==> src/rtl/mac_tile_pkg.sv <==
// Shared types and helpers for the MAC tile sequencer and its lanes.
// Sequencer state encoding, lane-index width and the saturating add.
package mac_tile_pkg;

   typedef logic [2:0] state_t;

   localparam state_t S_IDLE  = 3'd0;
   localparam state_t S_CLEAR = 3'd1;
   localparam state_t S_FETCH = 3'd2;
   localparam state_t S_FLUSH = 3'd3;
   localparam state_t S_DRAIN = 3'd4;
   localparam state_t S_DONE  = 3'd5;

   function automatic int lane_idx_w(input int n);
      return (n > 1) ? $clog2(n) : 1;
   endfunction

   // Operands arrive sign-extended to 64 bits; the caller keeps the low acc_w bits.
   // With sat clear the truncation gives two's-complement wrap for free.
   function automatic logic signed [63:0] sat_add(input logic signed [63:0] a,
                                                  input logic signed [63:0] b,
                                                  input int              acc_w,
                                                  input logic            sat);
      logic signed [63:0] s;
      logic signed [63:0] hi;
      logic signed [63:0] lo;
      s  = a + b;
      hi = (64'sd1 <<< (acc_w - 1)) - 64'sd1;
      lo = -hi - 64'sd1;
      if (sat && (s > hi)) begin
         return hi;
      end
      if (sat && (s < lo)) begin
         return lo;
      end
      return s;
   endfunction

endpackage

==> src/rtl/mac_tile_seq_lane.sv <==
// One signed multiply-accumulate lane with synchronous clear and
// run-time selectable saturate/wrap behaviour.
module mac_lane
   import mac_tile_pkg::*;
#(
   parameter int W     = 8,
   parameter int ACC_W = 24
) (
   input  logic                    clk_i,
   input  logic                    rst_i,
   input  logic                    clear_i,
   input  logic                    en_i,
   input  logic                    sat_en_i,
   input  logic signed [W-1:0]     a_i,
   input  logic signed [W-1:0]     w_i,
   output logic signed [ACC_W-1:0] acc_o
);

   logic signed [ACC_W-1:0] acc_q;
   logic signed [ACC_W-1:0] acc_d;
   logic signed [2*W-1:0]   prod;
   logic signed [63:0]      acc_ext;
   logic signed [63:0]      prod_ext;

   assign prod     = a_i * w_i;
   assign acc_ext  = {{(64-ACC_W){acc_q[ACC_W-1]}}, acc_q};
   assign prod_ext = {{(64-2*W){prod[2*W-1]}}, prod};

   always_comb begin
      acc_d = acc_q;
      if (clear_i) begin
         acc_d = '0;
      end else if (en_i) begin
         acc_d = ACC_W'(sat_add(acc_ext, prod_ext, ACC_W, sat_en_i));
      end
   end

   always_ff @(posedge clk_i or posedge rst_i) begin
      if (rst_i) begin
         acc_q <= '0;
      end else begin
         acc_q <= acc_d;
      end
   end

   assign acc_o = acc_q;

endmodule

==> src/rtl/mac_tile_seq.sv <==
// Tile sequencer: clears N_MACS lanes, streams LEN weight/activation reads
// into them, then drains the accumulators lane by lane over valid/ready.
//
// state   | meaning
// IDLE    | waiting for start; config latched on start
// CLEAR   | zero all accumulators
// FETCH   | issue one weight+activation read per k
// FLUSH   | let the last read's MAC land
// DRAIN   | present acc[lane] until each lane is accepted
// DONE    | one-cycle done pulse
module mac_tile_seq
   import mac_tile_pkg::*;
#(
   parameter int N_MACS = 4,
   parameter int W      = 8,
   parameter int ACC_W  = 24,
   parameter int ADDR_W = 8,
   parameter int LEN_W  = 8
) (
   input  logic                           clk_i,
   input  logic                           rst_i,
   input  logic                           start_i,
   input  logic [LEN_W-1:0]               len_i,
   input  logic [ADDR_W-1:0]              w_base_i,
   input  logic [ADDR_W-1:0]              a_base_i,
   input  logic                           sat_en_i,
   output logic                           w_rd_en_o,
   output logic [ADDR_W-1:0]              w_rd_addr_o,
   input  logic [N_MACS*W-1:0]            w_rd_data_i,
   output logic                           a_rd_en_o,
   output logic [ADDR_W-1:0]              a_rd_addr_o,
   input  logic [W-1:0]                   a_rd_data_i,
   output logic                           out_valid_o,
   input  logic                           out_ready_i,
   output logic [ACC_W-1:0]               out_data_o,
   output logic [lane_idx_w(N_MACS)-1:0]  out_lane_o,
   output logic                           out_last_o,
   output logic                           busy_o,
   output logic                           done_o
);

   localparam int LW = lane_idx_w(N_MACS);

   state_t            state_q, state_d;
   logic [LEN_W-1:0]  k_q, k_d;
   logic [LW-1:0]     lane_q, lane_d;
   logic [LEN_W-1:0]  len_q, len_d;
   logic [ADDR_W-1:0] w_base_q, w_base_d;
   logic [ADDR_W-1:0] a_base_q, a_base_d;
   logic              sat_q, sat_d;
   logic              mac_en_q;

   logic              fetch;
   logic              drain;
   logic              last_lane;
   logic signed [ACC_W-1:0] acc [N_MACS];

   assign fetch     = (state_q == S_FETCH);
   assign drain     = (state_q == S_DRAIN);
   assign last_lane = (lane_q == LW'(N_MACS - 1));

   always_comb begin
      state_d  = state_q;
      k_d      = k_q;
      lane_d   = lane_q;
      len_d    = len_q;
      w_base_d = w_base_q;
      a_base_d = a_base_q;
      sat_d    = sat_q;
      case (state_q)
         S_IDLE: begin
            if (start_i) begin
               len_d    = len_i;
               w_base_d = w_base_i;
               a_base_d = a_base_i;
               sat_d    = sat_en_i;
               state_d  = S_CLEAR;
            end
         end
         S_CLEAR: begin
            k_d     = '0;
            lane_d  = '0;
            state_d = (len_q != '0) ? S_FETCH : S_DRAIN;
         end
         S_FETCH: begin
            k_d = k_q + LEN_W'(1);
            if (k_q == len_q - LEN_W'(1)) begin
               state_d = S_FLUSH;
            end
         end
         S_FLUSH: begin
            state_d = S_DRAIN;
         end
         S_DRAIN: begin
            if (out_ready_i) begin
               if (last_lane) begin
                  lane_d  = '0;
                  state_d = S_DONE;
               end else begin
                  lane_d = lane_q + LW'(1);
               end
            end
         end
         S_DONE: begin
            state_d = S_IDLE;
         end
         default: begin
            state_d = S_IDLE;
         end
      endcase
   end

   always_ff @(posedge clk_i or posedge rst_i) begin
      if (rst_i) begin
         state_q  <= S_IDLE;
         k_q      <= '0;
         lane_q   <= '0;
         len_q    <= '0;
         w_base_q <= '0;
         a_base_q <= '0;
         sat_q    <= 1'b0;
         mac_en_q <= 1'b0;
      end else begin
         state_q  <= state_d;
         k_q      <= k_d;
         lane_q   <= lane_d;
         len_q    <= len_d;
         w_base_q <= w_base_d;
         a_base_q <= a_base_d;
         sat_q    <= sat_d;
         mac_en_q <= fetch;
      end
   end

   // Read data returns one cycle after the strobe, so the lanes accumulate on the delayed strobe.
   for (genvar i = 0; i < N_MACS; i++) begin : g_lane
      mac_lane #(
         .W     (W),
         .ACC_W (ACC_W)
      ) u_lane (
         .clk_i    (clk_i),
         .rst_i    (rst_i),
         .clear_i  (state_q == S_CLEAR),
         .en_i     (mac_en_q),
         .sat_en_i (sat_q),
         .a_i      (a_rd_data_i),
         .w_i      (w_rd_data_i[i*W +: W]),
         .acc_o    (acc[i])
      );
   end

   assign w_rd_en_o   = fetch;
   assign a_rd_en_o   = fetch;
   assign w_rd_addr_o = fetch ? (w_base_q + ADDR_W'(k_q)) : '0;
   assign a_rd_addr_o = fetch ? (a_base_q + ADDR_W'(k_q)) : '0;

   assign out_valid_o = drain;
   assign out_data_o  = drain ? acc[lane_q] : '0;
   assign out_lane_o  = drain ? lane_q : '0;
   assign out_last_o  = drain & last_lane;
   assign busy_o      = (state_q != S_IDLE);
   assign done_o      = (state_q == S_DONE);

endmodule

==> config.mk <==
export PLATFORM = sky130hd
export DESIGN_NAME = mac_tile_seq
export DESIGN_NICKNAME = d
export VERILOG_FILES = /design/src/rtl/mac_tile_pkg.sv /design/src/rtl/mac_tile_seq_lane.sv /design/src/rtl/mac_tile_seq.sv
export SDC_FILE = /design/constraint.sdc
export NUM_CORES = 1
export LEC_CHECK = 0
export ABC_CLOCK_PERIOD_IN_PS = 6900
export CORE_UTILIZATION = 45
export CTS_CLUSTER_DIAMETER = 40
export DETAILED_ROUTE_END_ITERATION = 10
export DONT_BUFFER_PORTS = 1
export GPL_ROUTABILITY_DRIVEN = 0
export PLACE_DENSITY_LB_ADDON = 0.3
export SYNTH_ARGS = -nofsm -noshare
export SYNTH_HDL_FRONTEND = slang
export SYNTH_HIERARCHICAL = 1
export SYNTH_SLANG_ARGS = --single-unit
==> constraint.sdc <==
create_clock -name clk_i -period 6.9 [get_ports clk_i]
set_clock_uncertainty 0.15 [all_clocks]
set_input_delay 2.07 -clock clk_i [delete_from_list [all_inputs] [get_ports clk_i]]
set_output_delay 2.07 -clock clk_i [all_outputs]
set_load 0.03 [all_outputs]
== After elaboration in Yosys (flattened, before gate mapping) ==
Index checks and enable logic that the tools add are counted.

* Equality and inequality tests: 11
* $add $sub $neg: 9
* Magnitude comparators: 9
* Multiply operators: 4
* Mux-type cells: 69
* Bitwise operators: 2
* Reductions and logical operators: 17

{| class="wikitable"
|+ Operator list
! operator !! count
|-
| $mux W24 || 27
|-
| $add A24 B16 Y25 || 4
|-
| $gt A25 B24 Y1 const B || 4
|-
| $lt A25 B24 Y1 const B || 4
|-
| $mul A8 B8 Y16 || 4
|-
| $bmux W24 S2 || 1
|-
| $mux W1 || 28
|-
| $add A8 B8 Y8 || 2
|-
| $mux W8 || 2
|-
| $pmux W8 S2 || 1
|-
| $mux W3 || 5
|-
| $pmux W3 S5 || 1
|-
| $add A8 B1 Y8 const B || 1
|-
| $eq A8 B8 Y1 || 1
|-
| $logic_and A1 B1 Y1 || 8
|-
| $reduce_bool A8 Y1 || 1
|-
| $sub A8 B1 Y8 const B || 1
|-
| $eq A3 B2 Y1 const B || 2
|-
| $eq A3 B3 Y1 const B || 2
|-
| $mux W2 || 3
|-
| $reduce_bool A2 Y1 || 3
|-
| $ne A2 B1 Y1 const B || 2
|-
| $ne A2 B2 Y1 const B || 2
|-
| $pmux W2 S2 || 1
|-
| other kinds (10) || 11
|}

* Input port bits: 69
* Register bits: 135
* Output and inout port bits: 48

== Depth between registers and ports, before layout ==
Gate-level depths: netlist of run 1.

* Word-level depth: 14
* Mapped depth: 22
* Gate-level depth less buffers: 20

== Hierarchy ==
Netlist of run 1, hierarchy kept.

{| class="wikitable"
|+ Modules (own cells, without submodules)
! module !! cells an instance !! instances !! area an instance (sq um) !! seq. area each (sq um)
|-
| mac_lane (g_lane[0].u_lane ...) || 561 || 2 || 5601.6 || 600.6
|-
| mac_lane (g_lane[2].u_lane) || 567 || 1 || 5502.8 || 600.6
|-
| mac_lane (g_lane[3].u_lane) || 503 || 1 || 5320.1 || 600.6
|-
| mac_tile_seq || 301 || 1 || 3260.6 || 975.9
|}

== Worst setup path before layout of run 1 ==
OpenSTA, ideal clock, no wires.

* Kind: input to register
* Start point: in a_rd_data_i[7]
* End point: reg g_lane[2].u_lane.acc_q[17]
* Data arrival time: 7.446 ns
* Path slack: -0.817 ns
* Setup time: 0.121 ns
* Stages: 17
* Required time: 6.629 ns
* Cell sequence: and2_1 > inv_1 > fa_1 > inv_1 > fa_1 > fa_1 > fa_1 > fa_1 > ha_1 > and3_1 > a211oi_2 > o21ai_1 > a21o_1 > mux2_4 > a2111oi_4 > o21ai_1 > a22o_1

* Longest elaborated chain between the ends: 12

{| class="wikitable"
|+ Ends and longest elaborated chain
! element !! line !! source
|-
| from (decl) || mac_tile_seq.sv:32 || <nowiki>input logic [W-1:0] a_rd_data_i,</nowiki>
|-
| $mul A8 B8 Y16 * || mac_tile_seq_lane.sv:25 || <nowiki>assign prod = a_i * w_i;</nowiki>
|-
| $add A24 B16 Y25 * || mac_tile_pkg.sv:27 || <nowiki>s = a + b;</nowiki>
|-
| $lt A25 B24 Y1 || mac_tile_pkg.sv:33 || <nowiki>if (sat && (s < lo)) begin</nowiki>
|-
| $logic_and A1 B1 Y1 || mac_tile_pkg.sv:33 ||
|-
| $mux W1 (2 in series) || mac_tile_pkg.sv:33 ||
|-
| $mux W1 || mac_tile_seq_lane.sv:33 || <nowiki>end else if (en_i) begin</nowiki>
|-
| $mux W1 || mac_tile_seq_lane.sv:31 || <nowiki>if (clear_i) begin</nowiki>
|-
| $mux W24 || mac_tile_pkg.sv:36 || <nowiki>return s;</nowiki>
|-
| $mux W24 * || mac_tile_pkg.sv:33 ||
|-
| $mux W24 * || mac_tile_seq_lane.sv:33 ||
|-
| $mux W24 * || mac_tile_seq_lane.sv:31 ||
|-
| to (signal assigned) || mac_tile_seq_lane.sv:40 || <nowiki>acc_q <= '0;</nowiki>
|-
| to (signal assigned) || mac_tile_seq_lane.sv:42 || <nowiki>acc_q <= acc_d;</nowiki>
|-
| to (decl) || mac_tile_seq_lane.sv:19 || <nowiki>logic signed [ACC_W-1:0] acc_q;</nowiki>
|}

Every way passes the cells marked *; elsewhere a longest branch is shown, timed or not. The select of a mux whose other input is x is not followed.
A chain may end at the register's enable or synchronous reset.

== Worst setup path in the final report of run 1 ==
* Start point: in a_rd_data_i[0]
* End point: reg g_lane[1].u_lane.acc_q[6]

* Longest elaborated chain between the ends: 12

{| class="wikitable"
|+ Ends and longest elaborated chain
! element !! line
|-
| $mul A8 B8 Y16 * || mac_tile_seq_lane.sv:25
|-
| $add A24 B16 Y25 * || mac_tile_pkg.sv:27
|-
| $lt A25 B24 Y1 || mac_tile_pkg.sv:33
|-
| $logic_and A1 B1 Y1 || mac_tile_pkg.sv:33
|-
| $mux W1 (2 in series) || mac_tile_pkg.sv:33
|-
| $mux W1 || mac_tile_seq_lane.sv:33
|-
| $mux W1 || mac_tile_seq_lane.sv:31
|-
| $mux W24 || mac_tile_pkg.sv:36
|-
| $mux W24 * || mac_tile_pkg.sv:33
|-
| $mux W24 * || mac_tile_seq_lane.sv:33
|-
| $mux W24 * || mac_tile_seq_lane.sv:31
|-
| to (signal assigned) || mac_tile_seq_lane.sv:40
|-
| to (signal assigned) || mac_tile_seq_lane.sv:42
|-
| to (decl) || mac_tile_seq_lane.sv:19
|}

Marks and branches as above.

==> results.json, run 1 <==
{
  "crit_family": "adder cells",
  "drive_gt1_frac": 0.204,
  "synthArstFlopShare": 1.00,
  "pre_cts_slack_ns": -0.463,
  "worstSetupEndpointType": "flop",
  "hold_depth": 1,
  "ios": 117,
  "core_um2": 55300,
  "cts_tree": "built",
  "synth_top_area_share": 0.344,
  "cts_buffers": 17,
  "grt_pass1_wl_um": 110000,
  "ys_ff_latch": 135,
  "worstHoldPathType": "flop to flop",
  "cts_root_buf": "clkbuf_16",
  "finalNetCount": 3494,
  "finalHoldViolations": 0,
  "cp_cell_sequence": "nand2b_1 -> fa_1 -> fa_1 -> inv_1 -> fa_1 -> fa_1 -> fa_1 -> ha_4 -> o21a_1 -> o31a_1 -> o221a_4 -> o2111ai_4 -> a31o_4 -> xor2_4 -> a31oi_4 -> buf_12 -> a221oi_1",
  "fp.dieW_um": 239,
  "synth_edf_count": 0,
  "crit_fanout": 33,
  "period_minus_slack_ns": 6.75,
  "slew_headroom": 0.330,
  "cpMostUsedCell": "fa_1",
  "reg2reg_slack_ns": 1.37,
  "port_buffers": 0,
  "ys.flop_type": "dfrtp_1",
  "crit_type": "primary input to flop",
  "synth_nets": 3238,
  "worst_path_largest_cell_delay_ns": 0.58,
  "yosys_warnings": 6,
  "reg2regPathDepth": 19,
  "slew_violations": 0,
  "dp_hpwl_um": 55700,
  "first_pass_iters": 5,
  "htreeDepth": 4,
  "use_met1": 0.326,
  "maxCapViolations": 0,
  "antenna_found_initial": 0,
  "grt-ovfl-total": 0,
  "clk-insertion-delay-late_ns": 0.45,
  "yosysSeqAreaShare": 0.134,
  "clock_sinks": 135,
  "grtUsageMet3": 0.0321,
  "crit_slowest_cell": "fa_1",
  "use_met2": 0.424,
  "syn_area_per_cell_um2": 10.1,
  "track_usage": 0.246,
  "routed_wl_um": 67000,
  "r2r-start": "g_lane[1].u_lane/acc_o[6]",
  "cp.required_ns": 7.09,
  "r2r-end": "g_lane[1].u_lane/acc_o[6]",
  "rows": 86,
  "syn_area_um2": 25300,
  "die-area_um2": 57100,
  "setup-violations-final": 0,
  "cp.buffers_inverters": 2,
  "clk_pin_slew_ns": 0.07,
  "hold_end": "a_base_q[6]",
  "clockBufferDepth": 2,
  "period_share": 0.978,
  "syn-instance-count": 2493,
  "num_vias": 19000,
  "timing.fmax_mhz": 148,
  "synthTopCellsByArea": "fa_1 (34%), dfrtp_1 (13%), ha_1 (12%), inv_1 (6.2%), and2_1 (4.1%)",
  "syn2layout_area_growth_pct": 16.5,
  "min_from": "a_base_q[6]",
  "start_util": 0.457,
  "synth.distinct_cells": 100,
  "drc_errors": 0,
  "start_kind": "primary input",
  "ant_nets": 0,
  "grt_busiest_layer": "met2",
  "utilization": 0.532,
  "worst_pin_slew_ns": 1.00,
  "vias_per_cell": 5.40,
  "grt_max_degree": 58,
  "finalWorstSetupSlack_ns": 0.150,
  "synth_area_leader_cell": "fa_1",
  "rsz0062_at_grt": "true",
  "grt_pass1_vias": 20400,
  "die_h_um": 239,
  "arrival_ns": 6.94,
  "avgRoutedWirePerCell_um": 19.1,
  "outcome": "finished, final reports clean",
  "crit_start": "a_rd_data_i[0]",
  "drtIter0Drc": 1040
}
sequential cells by signal (all words and copies together), names as in the netlist, 2 cells and up:
name	count
w_base_q	8
state_q	3
k_q	8
lane_q	2
len_q	8
g_lane.u_lane/acc_o	96
a_base_q	8
what timing repair did:
action                     CTS  global route
pin swaps                    0            14
gates resized for setup      1            54
gates cloned                 0             4
setup endpoints to repair    5            69
setup buffers                0             2
hold buffers                 0             0
metal layers:
metal / up-vias / share of wire
li1: 8734 / -
met1: 9732 / 0.42
met2: 413 / 0.51
met3: 78 / 0.047
met4: 0 / 0.026
met5: - / 0
kinds of logic after synthesis:
group / count (synthesis) / synth area share
adders and majority gates: 676 / 0.463
and+or+nand+nor: 592 / 0.120
buffers and inverters: 483 / 0.0760
AOI/OAI and AO/OA: 446 / 0.133
DFF: 135 / 0.134
xor gates and xnor gates: 105 / 0.0389
muxes: 56 / 0.0359
cells in the mapped netlist, types with 29 or more instances:
library cell  number
a21o_1            32
nand2_1          168
o21ai_1           41
a21oi_1          100
and2_1           165
ha_1             242
nor2_1           127
o21ai_0           80
clkbuf_1          29
xnor2_1           77
a211oi_2          37
inv_1            417
fa_1             434
dfrtp_1          135
per-stage QoR:
stage | TNS (ns) | std cells | hold WS [ns] | instance area, µm²
6_report | 0 | 3512 | 0.365 | 29500
4_1_cts | 0 | 3504 | 0.367 | 29200
3_5_place_dp | -31.93 | 3472 | 0.353 | 28500
3_3_place_gp | -27.99 | 3472 | 0.345 | 28500
5_1_grt | -0.0396 | 3510 | 0.380 | 29400
2_1_floorplan | -5.34 | 2493 | 0.316 | 25700
layout by cell type, fill, tap and decap left out, types with 9 or more instances in the layout:
cell / instances
fa_1: 429
mux2_2: 24
a21o_1: 32
ha_1: 219
nor2_2: 9
nand2_1: 166
ha_4: 20
nand3_1: 17
nor2_1: 117
or3_1: 12
xor2_1: 24
inv_2: 12
mux4_2: 24
o21a_1: 11
clkbuf_16: 17
dfrtp_1: 133
o21bai_1: 16
o21ai_1: 53
o21ai_0: 66
a31oi_1: 10
a211oi_2: 35
a221o_1: 23
buf_12: 12
buf_4: 275
nor2b_1: 10
a21oi_1: 94
nor3_1: 14
inv_1: 402
nand2b_1: 16
and2_1: 157
xnor2_1: 77
cell type report:
cell class                 count  area [µm²]
antenna                        2        5.00
clock buffer                  19         453
clock inverter                13         183
fill                        4931       25900
inverter                     422        1600
multi-input combinational   1876       20500
sequential                   135        3380
tap                          748         936
timing repair buffer         297        2400
worst max path at each step:
stage	end	depth (start not counted)
after floorplan	g_lane[3].u_lane/acc_o[1]	18
final	g_lane[1].u_lane/acc_o[6]	17
after CTS	g_lane[0].u_lane/acc_o[8]	17
after global routing	g_lane[1].u_lane/acc_o[6]	16
after detailed placement	g_lane[3].u_lane/acc_o[12]	16
after global placement	g_lane[1].u_lane/acc_o[6]	17
Power of run 1 is left out: the tool's default activity adds up to more than one toggle a clock period on the data nets, which glitch-free logic cannot reach.
==> run 2, diff against run 1 <==
--- a/config.mk
+++ b/config.mk
@@ -5,7 +5,6 @@
 export SDC_FILE = /design/constraint.sdc
 export NUM_CORES = 1
 export LEC_CHECK = 0
-export ABC_CLOCK_PERIOD_IN_PS = 6900
 export CORE_UTILIZATION = 45
 export CTS_CLUSTER_DIAMETER = 40
 export DETAILED_ROUTE_END_ITERATION = 10
==> results of run 2 <==
Same layout as run 1: the final DEF is identical, and so are final timing and power.
Power of run 2 is left out for the same reason.
==> run 3, diff against run 2 <==
==> constraint.sdc (replaced) <==
create_clock -name clk_i -period 5.5 [get_ports clk_i]
set_clock_uncertainty 0.15 [all_clocks]
set_input_delay 1.65 -clock clk_i [delete_from_list [all_inputs] [get_ports clk_i]]
set_output_delay 1.65 -clock clk_i [all_outputs]
set_load 0.03 [all_outputs]
==> results.json, run 3 (synthesis gave the netlist of run 1 again) <==
{
  "reg2regPathDepth": 22,
  "clockBufferDepth": 2,
  "reg2reg_slack_ns": 0,
  "die-area_um2": 57100,
  "drive_gt1_frac": 0.290,
  "period_share": 1.15,
  "antenna_found_initial": 4,
  "grt_max_degree": 51,
  "timing.fmax_mhz": 158,
  "utilization": 0.574,
  "slew_violations": 0,
  "violations": "setup timing",
  "diodes": 0,
  "clk-insertion-delay-late_ns": 0.45,
  "slew_headroom": 0.187,
  "start_kind": "primary input",
  "worst_pin_slew_ns": 1.22,
  "rows": 86,
  "placed_cells": 3511,
  "drc_errors": 0,
  "fin_area_um2": 31700,
  "setup-violations-final": 96,
  "finalHoldViolations": 0,
  "clock_sinks": 135,
  "fillers": 4602,
  "clk_pin_slew_ns": 0.06,
  "drtIter0Drc": 1278,
  "ios": 117,
  "die_h_um": 239,
  "largest_reg_flops": 96,
  "worst_hold_slack_ns": 0.362,
  "crit_fanout": 32,
  "worstHoldPathType": "flop to flop",
  "routed_wl_um": 71900,
  "hold_end": "w_base_q[5]",
  "vias_per_cell": 5.54,
  "stdcell_count": 3624,
  "grt_pass1_wl_um": 116000,
  "crit_start": "a_rd_data_i[7]",
  "finalWorstSetupSlack_ns": -0.817,
  "grt_pass1_vias": 22000,
  "hold_depth": 1,
  "layout_common_cells": "fa_1 (418), inv_1 (394), buf_4 (352)",
  "finalNetCount": 3608,
  "place_area_um2": 29100,
  "fp.dieW_um": 239,
  "period_minus_slack_ns": 6.32,
  "cts_buffers": 17,
  "maxCapViolations": 0,
  "track_usage": 0.261,
  "dp_hpwl_um": 56500,
  "ant_nets": 0,
  "rsz0062_at_grt": "true",
  "cts_tree": "built",
  "num_vias": 20100,
  "arrival_ns": 6.48,
  "r2r-end": "g_lane[0].u_lane/acc_o[5]",
  "grt-ovfl-total": 0,
  "outcome": "complete, but fails checks",
  "syn2layout_area_growth_pct": 25.5,
  "first_pass_iters": 5,
  "crit_type": "primary input to flop",
  "r2r-start": "g_lane[0].u_lane/acc_o[4]",
  "min_from": "w_base_q[5]",
  "port_buffers": 0,
  "final_common_cell": "fa_1",
  "core_um2": 55300,
  "cp.required_ns": 5.67,
  "cts_root_buf": "clkbuf_16",
  "worstSetupEndpointType": "flop",
  "avgRoutedWirePerCell_um": 19.8,
  "start_util": 0.457,
  "htreeDepth": 4
}
run 3: cell types whose count changed in the layout (fill, tap and decap cells not counted), moves of 22 or more:
cell     delta
buf_4      +77
ha_4       +48
o21ai_2    +23
ha_1       -51
o21ai_0    -29
buf_6      +22
run 3: per-layer routing:
metal,up-vias,track usage,share of wire
li1,8981,-,-
met1,10300,0.319,0.39
met2,678,0.454,0.51
met3,124,0.0580,0.072
met4,4,0.0833,0.030
met5,-,0,0.00031
run 3: worst max-delay path, stage by stage:
cell and delay [ns]:
and2_4 0.16, inv_2 0.04, fa_1 0.48, inv_2 0.04, fa_1 0.54, fa_1 0.43
fa_1 0.50, fa_1 0.57, ha_4 0.22, buf_6 0.13, a21oi_4 0.15, o21ai_2 0.08
o21ai_4 0.17, a31oi_4 0.11, a41o_4 0.27, buf_6 0.12, mux2i_4 0.21, a21oi_4 0.11
buf_6 0.16, a221o_1 0.33
run 3: how the worst max path moves through the flow:
stage | end | slack [ns] | cells past startpoint
global placement | g_lane[3].u_lane/acc_o[1] | -1.50 | 17
detailed placement | g_lane[3].u_lane/acc_o[4] | -1.61 | 18
global route | g_lane[1].u_lane/acc_o[3] | -0.98 | 20
floorplan | g_lane[3].u_lane/acc_o[1] | -1.10 | 18
CTS | g_lane[3].u_lane/acc_o[2] | -0.78 | 20
finish | g_lane[3].u_lane/acc_o[2] | -0.82 | 20
run 3: timing repair:
action                     4_1_cts  5_1_grt
setup endpoints to repair       96       96
setup buffers                   43       23
hold buffers                     0        0
gates resized for setup        169      113
hold endpoints to repair         0        0
pin swaps                      140       96
cloned                          13        5
run 3: final cells by class:
cell class                 count  area [µm²]  share of cell area
clock buffer                  18         429              0.0135
clock inverter                14         188             0.00592
inverter                     422        1610              0.0507
multi-input combinational   1882       21700               0.685
sequential                   135        3380               0.107
tap                          748         936              0.0295
timing repair buffer         405        3470               0.109
run 3: metrics by stage:
stage	setup WS (ns)	setup TNS, ns
finish	-0.817	-68.71
global route	-0.979	-82.09
CTS	-0.780	-63.94
detailed placement	-1.61	-128.29
global placement	-1.50	-122.56
floorplan	-1.10	-97.55
Power of run 3 is left out for the same reason.
